**src/rtl/si_tag_pkg.sv**
```systemverilog
// Shared definitions for the tag time extender: tag field widths,
// the padding word and the packed tag layout {subtime, channel}.
package si_tag_pkg;

    localparam int TAG_W            = 32;
    localparam int ROLL_W           = 32;
    localparam int CHANNEL_BITS_DEF = 6;
    localparam int SUBTIME_BITS_DEF = TAG_W - CHANNEL_BITS_DEF;

    localparam logic [TAG_W-1:0] PAD_TAG = 32'h0;

    typedef struct packed {
        logic [SUBTIME_BITS_DEF-1:0] subtime;
        logic [CHANNEL_BITS_DEF-1:0] channel;
    } si_tag_t;

endpackage

```
**src/rtl/si_sat_counter.sv**
```systemverilog
// Saturating event counter: counts inc_i pulses, sticks at all-ones.
// Ports: clk_i, rst_ni (async active-low), inc_i, count_o.
module si_sat_counter #(
    parameter int WIDTH = 32
) (
    input  logic             clk_i,
    input  logic             rst_ni,
    input  logic             inc_i,
    output logic [WIDTH-1:0] count_o
);

    logic [WIDTH-1:0] count_q;
    logic [WIDTH-1:0] count_d;

    always_comb begin
        count_d = count_q;
        if (inc_i && (count_q != '1)) begin
            count_d = count_q + WIDTH'(1);
        end
    end

    always_ff @(posedge clk_i or negedge rst_ni) begin
        if (!rst_ni) begin
            count_q <= '0;
        end else begin
            count_q <= count_d;
        end
    end

    assign count_o = count_q;

endmodule

```
**src/rtl/si_tag_time_extender.sv**
```systemverilog
// Turns 32-bit tags + per-packet rollover time into absolute timestamps.
// Ports: s_axis_* tag input, m_axis_* timestamp/channel output,
// out_of_order pulse, cnt_dropped / cnt_out_of_order saturating counters.
module si_tag_time_extender
    import si_tag_pkg::*;
#(
    parameter int CHANNEL_BITS = CHANNEL_BITS_DEF,
    parameter int TIME_WIDTH   = 64
) (
    input  logic                    clk,
    input  logic                    rst,
    input  logic                    s_axis_tvalid,
    output logic                    s_axis_tready,
    input  logic [31:0]             s_axis_tdata,
    input  logic [3:0]              s_axis_tkeep,
    input  logic                    s_axis_tlast,
    input  logic [31:0]             s_axis_tuser,
    output logic                    m_axis_tvalid,
    input  logic                    m_axis_tready,
    output logic [TIME_WIDTH-1:0]   m_axis_tdata,
    output logic [CHANNEL_BITS-1:0] m_axis_tuser,
    output logic                    out_of_order,
    output logic [31:0]             cnt_dropped,
    output logic [31:0]             cnt_out_of_order
);

    localparam int SUB_W   = TAG_W - CHANNEL_BITS;
    localparam int EPOCH_W = TIME_WIDTH - ROLL_W - SUB_W;

    logic                    m_valid_q;
    logic [TIME_WIDTH-1:0]   m_data_q;
    logic [CHANNEL_BITS-1:0] m_user_q;
    logic                    ooo_q;
    logic [EPOCH_W-1:0]      epoch_q;
    logic [EPOCH_W-1:0]      epoch_d;
    logic [ROLL_W-1:0]       last_roll_q;
    logic [ROLL_W-1:0]       last_roll_d;
    logic [TIME_WIDTH-1:0]   prev_ts_q;
    logic                    prev_valid_q;

    logic                  accept;
    logic                  full_keep;
    logic                  is_pad;
    logic                  kept;
    logic                  dropped;
    logic                  ooo;
    logic [TIME_WIDTH-1:0] ts;
    logic                  unused_tlast;

    // tlast carries no meaning for time extension.
    assign unused_tlast = s_axis_tlast;

    assign s_axis_tready = !m_valid_q || m_axis_tready;
    assign accept        = s_axis_tvalid && s_axis_tready;
    assign full_keep     = (s_axis_tkeep == 4'hF);
    assign is_pad        = (s_axis_tdata == PAD_TAG);
    assign kept          = accept && full_keep && !is_pad;
    assign dropped       = accept && !(full_keep && !is_pad);

    // Padding still carries a valid rollover time, so it advances the epoch;
    // partial beats are untrusted and leave the epoch alone.
    always_comb begin
        epoch_d     = epoch_q;
        last_roll_d = last_roll_q;
        if (accept && full_keep) begin
            last_roll_d = s_axis_tuser;
            if (s_axis_tuser < last_roll_q) begin
                epoch_d = epoch_q + EPOCH_W'(1);
            end
        end
    end

    assign ts  = {epoch_d, s_axis_tuser, s_axis_tdata[TAG_W-1:CHANNEL_BITS]};
    assign ooo = kept && prev_valid_q && (ts < prev_ts_q);

    always_ff @(posedge clk or negedge rst) begin
        if (!rst) begin
            m_valid_q    <= 1'b0;
            m_data_q     <= '0;
            m_user_q     <= '0;
            ooo_q        <= 1'b0;
            epoch_q      <= '0;
            last_roll_q  <= '0;
            prev_ts_q    <= '0;
            prev_valid_q <= 1'b0;
        end else begin
            epoch_q     <= epoch_d;
            last_roll_q <= last_roll_d;
            ooo_q       <= ooo;
            if (kept) begin
                m_valid_q    <= 1'b1;
                m_data_q     <= ts;
                m_user_q     <= s_axis_tdata[CHANNEL_BITS-1:0];
                prev_ts_q    <= ts;
                prev_valid_q <= 1'b1;
            end else if (m_axis_tready) begin
                m_valid_q <= 1'b0;
            end
        end
    end

    assign m_axis_tvalid = m_valid_q;
    assign m_axis_tdata  = m_data_q;
    assign m_axis_tuser  = m_user_q;
    assign out_of_order  = ooo_q;

    si_sat_counter #(.WIDTH(32)) u_cnt_dropped (
        .clk_i   (clk),
        .rst_ni  (rst),
        .inc_i   (dropped),
        .count_o (cnt_dropped)
    );

    si_sat_counter #(.WIDTH(32)) u_cnt_ooo (
        .clk_i   (clk),
        .rst_ni  (rst),
        .inc_i   (ooo),
        .count_o (cnt_out_of_order)
    );

endmodule

```
**config.mk**
```make
export PLATFORM = sky130hd
export DESIGN_NAME = si_tag_time_extender
export DESIGN_NICKNAME = d
export VERILOG_FILES = /design/src/rtl/si_tag_pkg.sv /design/src/rtl/si_sat_counter.sv /design/src/rtl/si_tag_time_extender.sv
export SDC_FILE = /design/constraint.sdc
export NUM_CORES = 1
export LEC_CHECK = 0
export CAP_MARGIN = 10
export CELL_PAD_IN_SITES_DETAIL_PLACEMENT = 0
export CELL_PAD_IN_SITES_GLOBAL_PLACEMENT = 1
export CORE_ASPECT_RATIO = 0.8
export CORE_MARGIN = 2
export CORE_UTILIZATION = 40
export CTS_BUF_LIST = sky130_fd_sc_hd__clkbuf_16
export DETAILED_ROUTE_END_ITERATION = 16
export GPL_TIMING_DRIVEN = 0
export PLACE_DENSITY = 0.93
export SYNTH_ARGS = -nofsm -noshare
export SYNTH_HDL_FRONTEND = slang
export SYNTH_SLANG_ARGS = --single-unit
```
**constraint.sdc**
```tcl
create_clock -name clk -period 6.3 [get_ports clk]
set_clock_uncertainty 0.1 [all_clocks]
set_input_delay 1.89 -clock clk [delete_from_list [all_inputs] [get_ports clk]]
set_output_delay 1.89 -clock clk [all_outputs]
set_load 0.01 [all_outputs]
```
==> metrics.yaml <==
sta:
  timing_hold_violations_final: 0
  setup-violations-final: 0
  maxSlewViolCount: 0
  final_critical_path_setup_slack_ns: 0.0851
  slew_headroom: 0.468
  rsz_0062_raised_after_global_routing: "yes"
  fin_crit_sh: 0.986
  timing.final.crit_period_ns: 6.21
  max_clock_freq_mhz: 161
  fin_setup_tns_ns: 0
  worstMarginPinSlew_ns: 0.798
logic_synthesis:
  synth_area_per_cell_um2: 11.0
  synthesis.nets: 1047
  post_synth_mux_area_share: 0.124
  synth_fa_ha_area_frac: 0.126
  synth_async_sr_flop_share: 1.00
  dominantRegCellSynth: "dfrtp_1"
  synth_enable_flop_cells: 0
  synthesis.area_um2: 9620
  synth_top_family_by_area: "simple AND/OR/NAND/NOR gates"
  post_synth_inst_count: 877
  synth_cell_types: 46
  synth_top_cell_area_share: 0.455
  yosys-top-cells-count: "175 x dfrtp_1, 106 x mux2_2, 101 x inv_1, 97 x ha_1, 45 x nand2_1"
  synth_sequential_area_ratio: 0.455
  synthMostInstantiatedCell: "dfrtp_1"
  synth-warning-count: 0
  synth-simple-area-share: 0.130
  netlist.top_cell.by_area: "dfrtp_1"
  synth.ff_latch_count: 175
  synth-compound-area-share: 0.0584
  synth_xor_area_frac: 0.0592
  most_area_consuming_cells_after_synthesis: "dfrtp_1 46%, ha_1 13%, mux2_2 12%"
final_layout:
  filler_cell_count: 2056
  ff_latch_area_um2: 4380
  antenna_cells_inserted: 0
  post-route-util: 0.555
  area.growth.synth_to_final_pct: 35.7
  design.final.nets: 1286
  layout-drive-gt1-share: 0.162
  multi_input_logic_area_um2: 4990
drt:
  wl_per_cell_um: 16.4
  finalWirelength_um: 23600
  via_count_of_the_routed_design: 7330
  drtPass1Iterations: 6
  ant_nets: 0
  detail_route.iter0.violations: 301
  detail_route.vias_per_cell: 5.09
  drcViolationCount: 0
hold_path:
  worstHoldPathType: "reg2reg"
  hold_start: "prev_valid_q"
  hold_end: "prev_valid_q"
  hold_path_depth: 1
worst_setup_path:
  regToRegSetupSlack_ns: 1.44
  worst_setup_path_end_kind: "register"
  worstReg2RegEnd: "u_cnt_ooo.count_o[15]"
  timing_worst_setup_path_type: "in2reg"
  worst_setup_path_start_kind: "input pin"
  rr_worst_depth: 20
  arrival_ns: 6.48
  cp_max_fo: 10
  critPathRequiredTime_ns: 6.57
  worst_flop_to_flop_path_startpoint: "last_roll_q[6]"
power_and_ir_drop:
  power.leakage_uw: 0.00619
  power.density_cell_area_nw_per_um2: 276
  total_power_uw: 3600
  peakVddDrop_mv: 0.202
floorplan:
  design.portCount: 210
  start_util: 0.409
  placeableCoreArea_um2: 23500
  row_count: 50
  die_width_um: 177
  die-height_um: 143
  die-area_um2: 25300
placement:
  pre_cts_ws_ns: -1.30
  port_buffers: 208
  globalplace.congestion: 0.816
  post-dp-hpwl_um: 17500
clock_network:
  cts_root_buf: "clkbuf_16"
  clk_pin_slew_ns: 0.08
  clock-sinks: 175
  tritoncts: "done"
  worst_skew_pair.late_latency_ns: 0.44
  cts_inserted_buffers: 17
  clockBufferDepth: 2
  h_tree_levels: 4
global_routing:
  grt_antenna_before_repair: 1
  wire_length_of_the_first_global_routing_pass_um: 38700
  grt_pass1_vias: 7517
  grt_start_max_net_pins: 119
  gr-total-overflow: 0
  globalRouteTotalUtil: 0.193
run_status:
  run_status: "complete, no violations"
job:
  cap_viol_max_count: 0
-- per-layer routing --
layer	part of all wire	vias to the layer above	global-route usage
met5	0.00047	-	0
met4	0.0095	2	0.0380
met3	0.048	16	0.0458
met2	0.46	158	0.315
met1	0.48	3582	0.264
li1	-	3572	-
-- worst max-delay path by stage --
stage / startpoint / cells after the start / end / slack [ns]
finish: s_axis_tuser[6] / 20 / u_cnt_ooo.count_o[15] / 0.09
global route: s_axis_tuser[2] / 19 / u_cnt_ooo.count_o[15] / -0.20
CTS: s_axis_tuser[0] / 20 / u_cnt_ooo.count_o[18] / 0.002
detailed placement: s_axis_tuser[1] / 18 / u_cnt_ooo.count_o[2] / -1.30
global placement: rst / 1 / u_cnt_dropped.count_o[18] / -4.25
floorplan: s_axis_tuser[21] / 18 / u_cnt_ooo.count_o[30] / 0.29
-- sequential cells by signal (all words and copies together) (netlist names) --
register / cells
epoch_q: 6
u_cnt_ooo.count_o: 32
u_cnt_dropped.count_o: 32
out_of_order: 1
m_axis_tvalid: 1
prev_ts_q: 64
last_roll_q: 32
prev_valid_q: 1
m_axis_tuser: 6
-- cells by family (layout without fill, tap and decap cells) --
family                   count (synthesis)  count (layout)
buffers and inverters                  119             371
multiplexers                           106             106
AND/OR/NAND/NOR                        231             231
adder cells (fa/ha/maj)                 97              97
XOR/XNOR                                65              65
flip-flops                             175             175
AO/OA/AOI/OAI                           84              84
-- worst max-delay path, stage by stage --
cell           delay [ns]
dlygate4sd2_1        0.33
ha_4                 0.24
a21o_1               0.19
a21oi_2              0.18
buf_4                0.14
a2111oi_4            0.06
a211oi_2             0.38
nor3_2               0.11
nor3_1               0.28
xor2_1               0.32
ha_1                 0.31
a211oi_1             0.22
o21ai_0              0.13
a211o_1              0.32
a2111oi_4            0.38
o211ai_4             0.19
buf_12               0.19
buf_6                0.15
nor4_4               0.30
xor2_1               0.16
-- metrics by stage --
step | area, um^2 | instances | hold WS [ns]
2_1_floorplan | 9620 | 877 | 0.326
6_report | 13100 | 1441 | 0.370
4_1_cts | 12800 | 1436 | 0.370
5_1_grt | 13100 | 1441 | 0.408
3_5_place_dp | 12100 | 1398 | 0.349
3_3_place_gp | 12100 | 1397 | 0.344
-- power breakdown --
part	switching (uW)	total, uW	internal, uW	leakage, uW
sequential	139	1450	1310	0.00225
clock	509	1080	568	0.000290
combinational	497	1080	584	0.00366
total	1150	3600	2460	0.00619
-- cell usage in the layout, fill, tap and decap left out, types with 3 or more instances in the layout --
| cell type | count |
|---|---|
| and3_1 | 14 |
| clkbuf_1 | 7 |
| nand2_1 | 42 |
| nor2b_1 | 3 |
| and4_1 | 11 |
| nor4_1 | 12 |
| o21ai_0 | 13 |
| nand3_1 | 33 |
| nand2b_1 | 5 |
| buf_4 | 11 |
| a221oi_1 | 4 |
| dlymetal6s2s_1 | 16 |
| inv_8 | 6 |
| nor4_4 | 5 |
| and2_1 | 4 |
| nand4_1 | 36 |
| o21a_1 | 3 |
| mux2_2 | 105 |
| nor2_1 | 31 |
| nand2_2 | 3 |
| inv_1 | 100 |
| buf_1 | 8 |
| o21ai_1 | 3 |
| a21o_1 | 11 |
| xor2_1 | 44 |
| nor3_1 | 20 |
| ha_4 | 4 |
| ha_1 | 93 |
| a211o_1 | 3 |
| a21oi_1 | 29 |
| inv_6 | 3 |
| dfrtp_1 | 175 |
| nor3_2 | 3 |
| xnor2_1 | 20 |
| dlygate4sd2_1 | 10 |
| clkbuf_16 | 17 |
| clkdlybuf4s50_1 | 181 |
-- layout make-up --
| class | count | share of cell area |
|---|---|---|
| Clock inverter | 15 | 0.0129 |
| Buffer | 18 | 0.00613 |
| Inverter | 101 | 0.0290 |
| Tap cell | 312 | 0.0299 |
| Timing Repair Buffer | 220 | 0.171 |
| Clock buffer | 17 | 0.0326 |
| Multi-Input combinational cell | 583 | 0.383 |
| Sequential cell | 175 | 0.335 |
-- timing repair --
action                     CTS  global route
pin swaps                    9            19
hold buffers                 0             0
hold endpoints to repair     0             0
setup buffers                6             5
setup endpoints to repair   33            32
gates resized for setup     25            36
No activity file was read; power rests on OpenSTA's default activity.
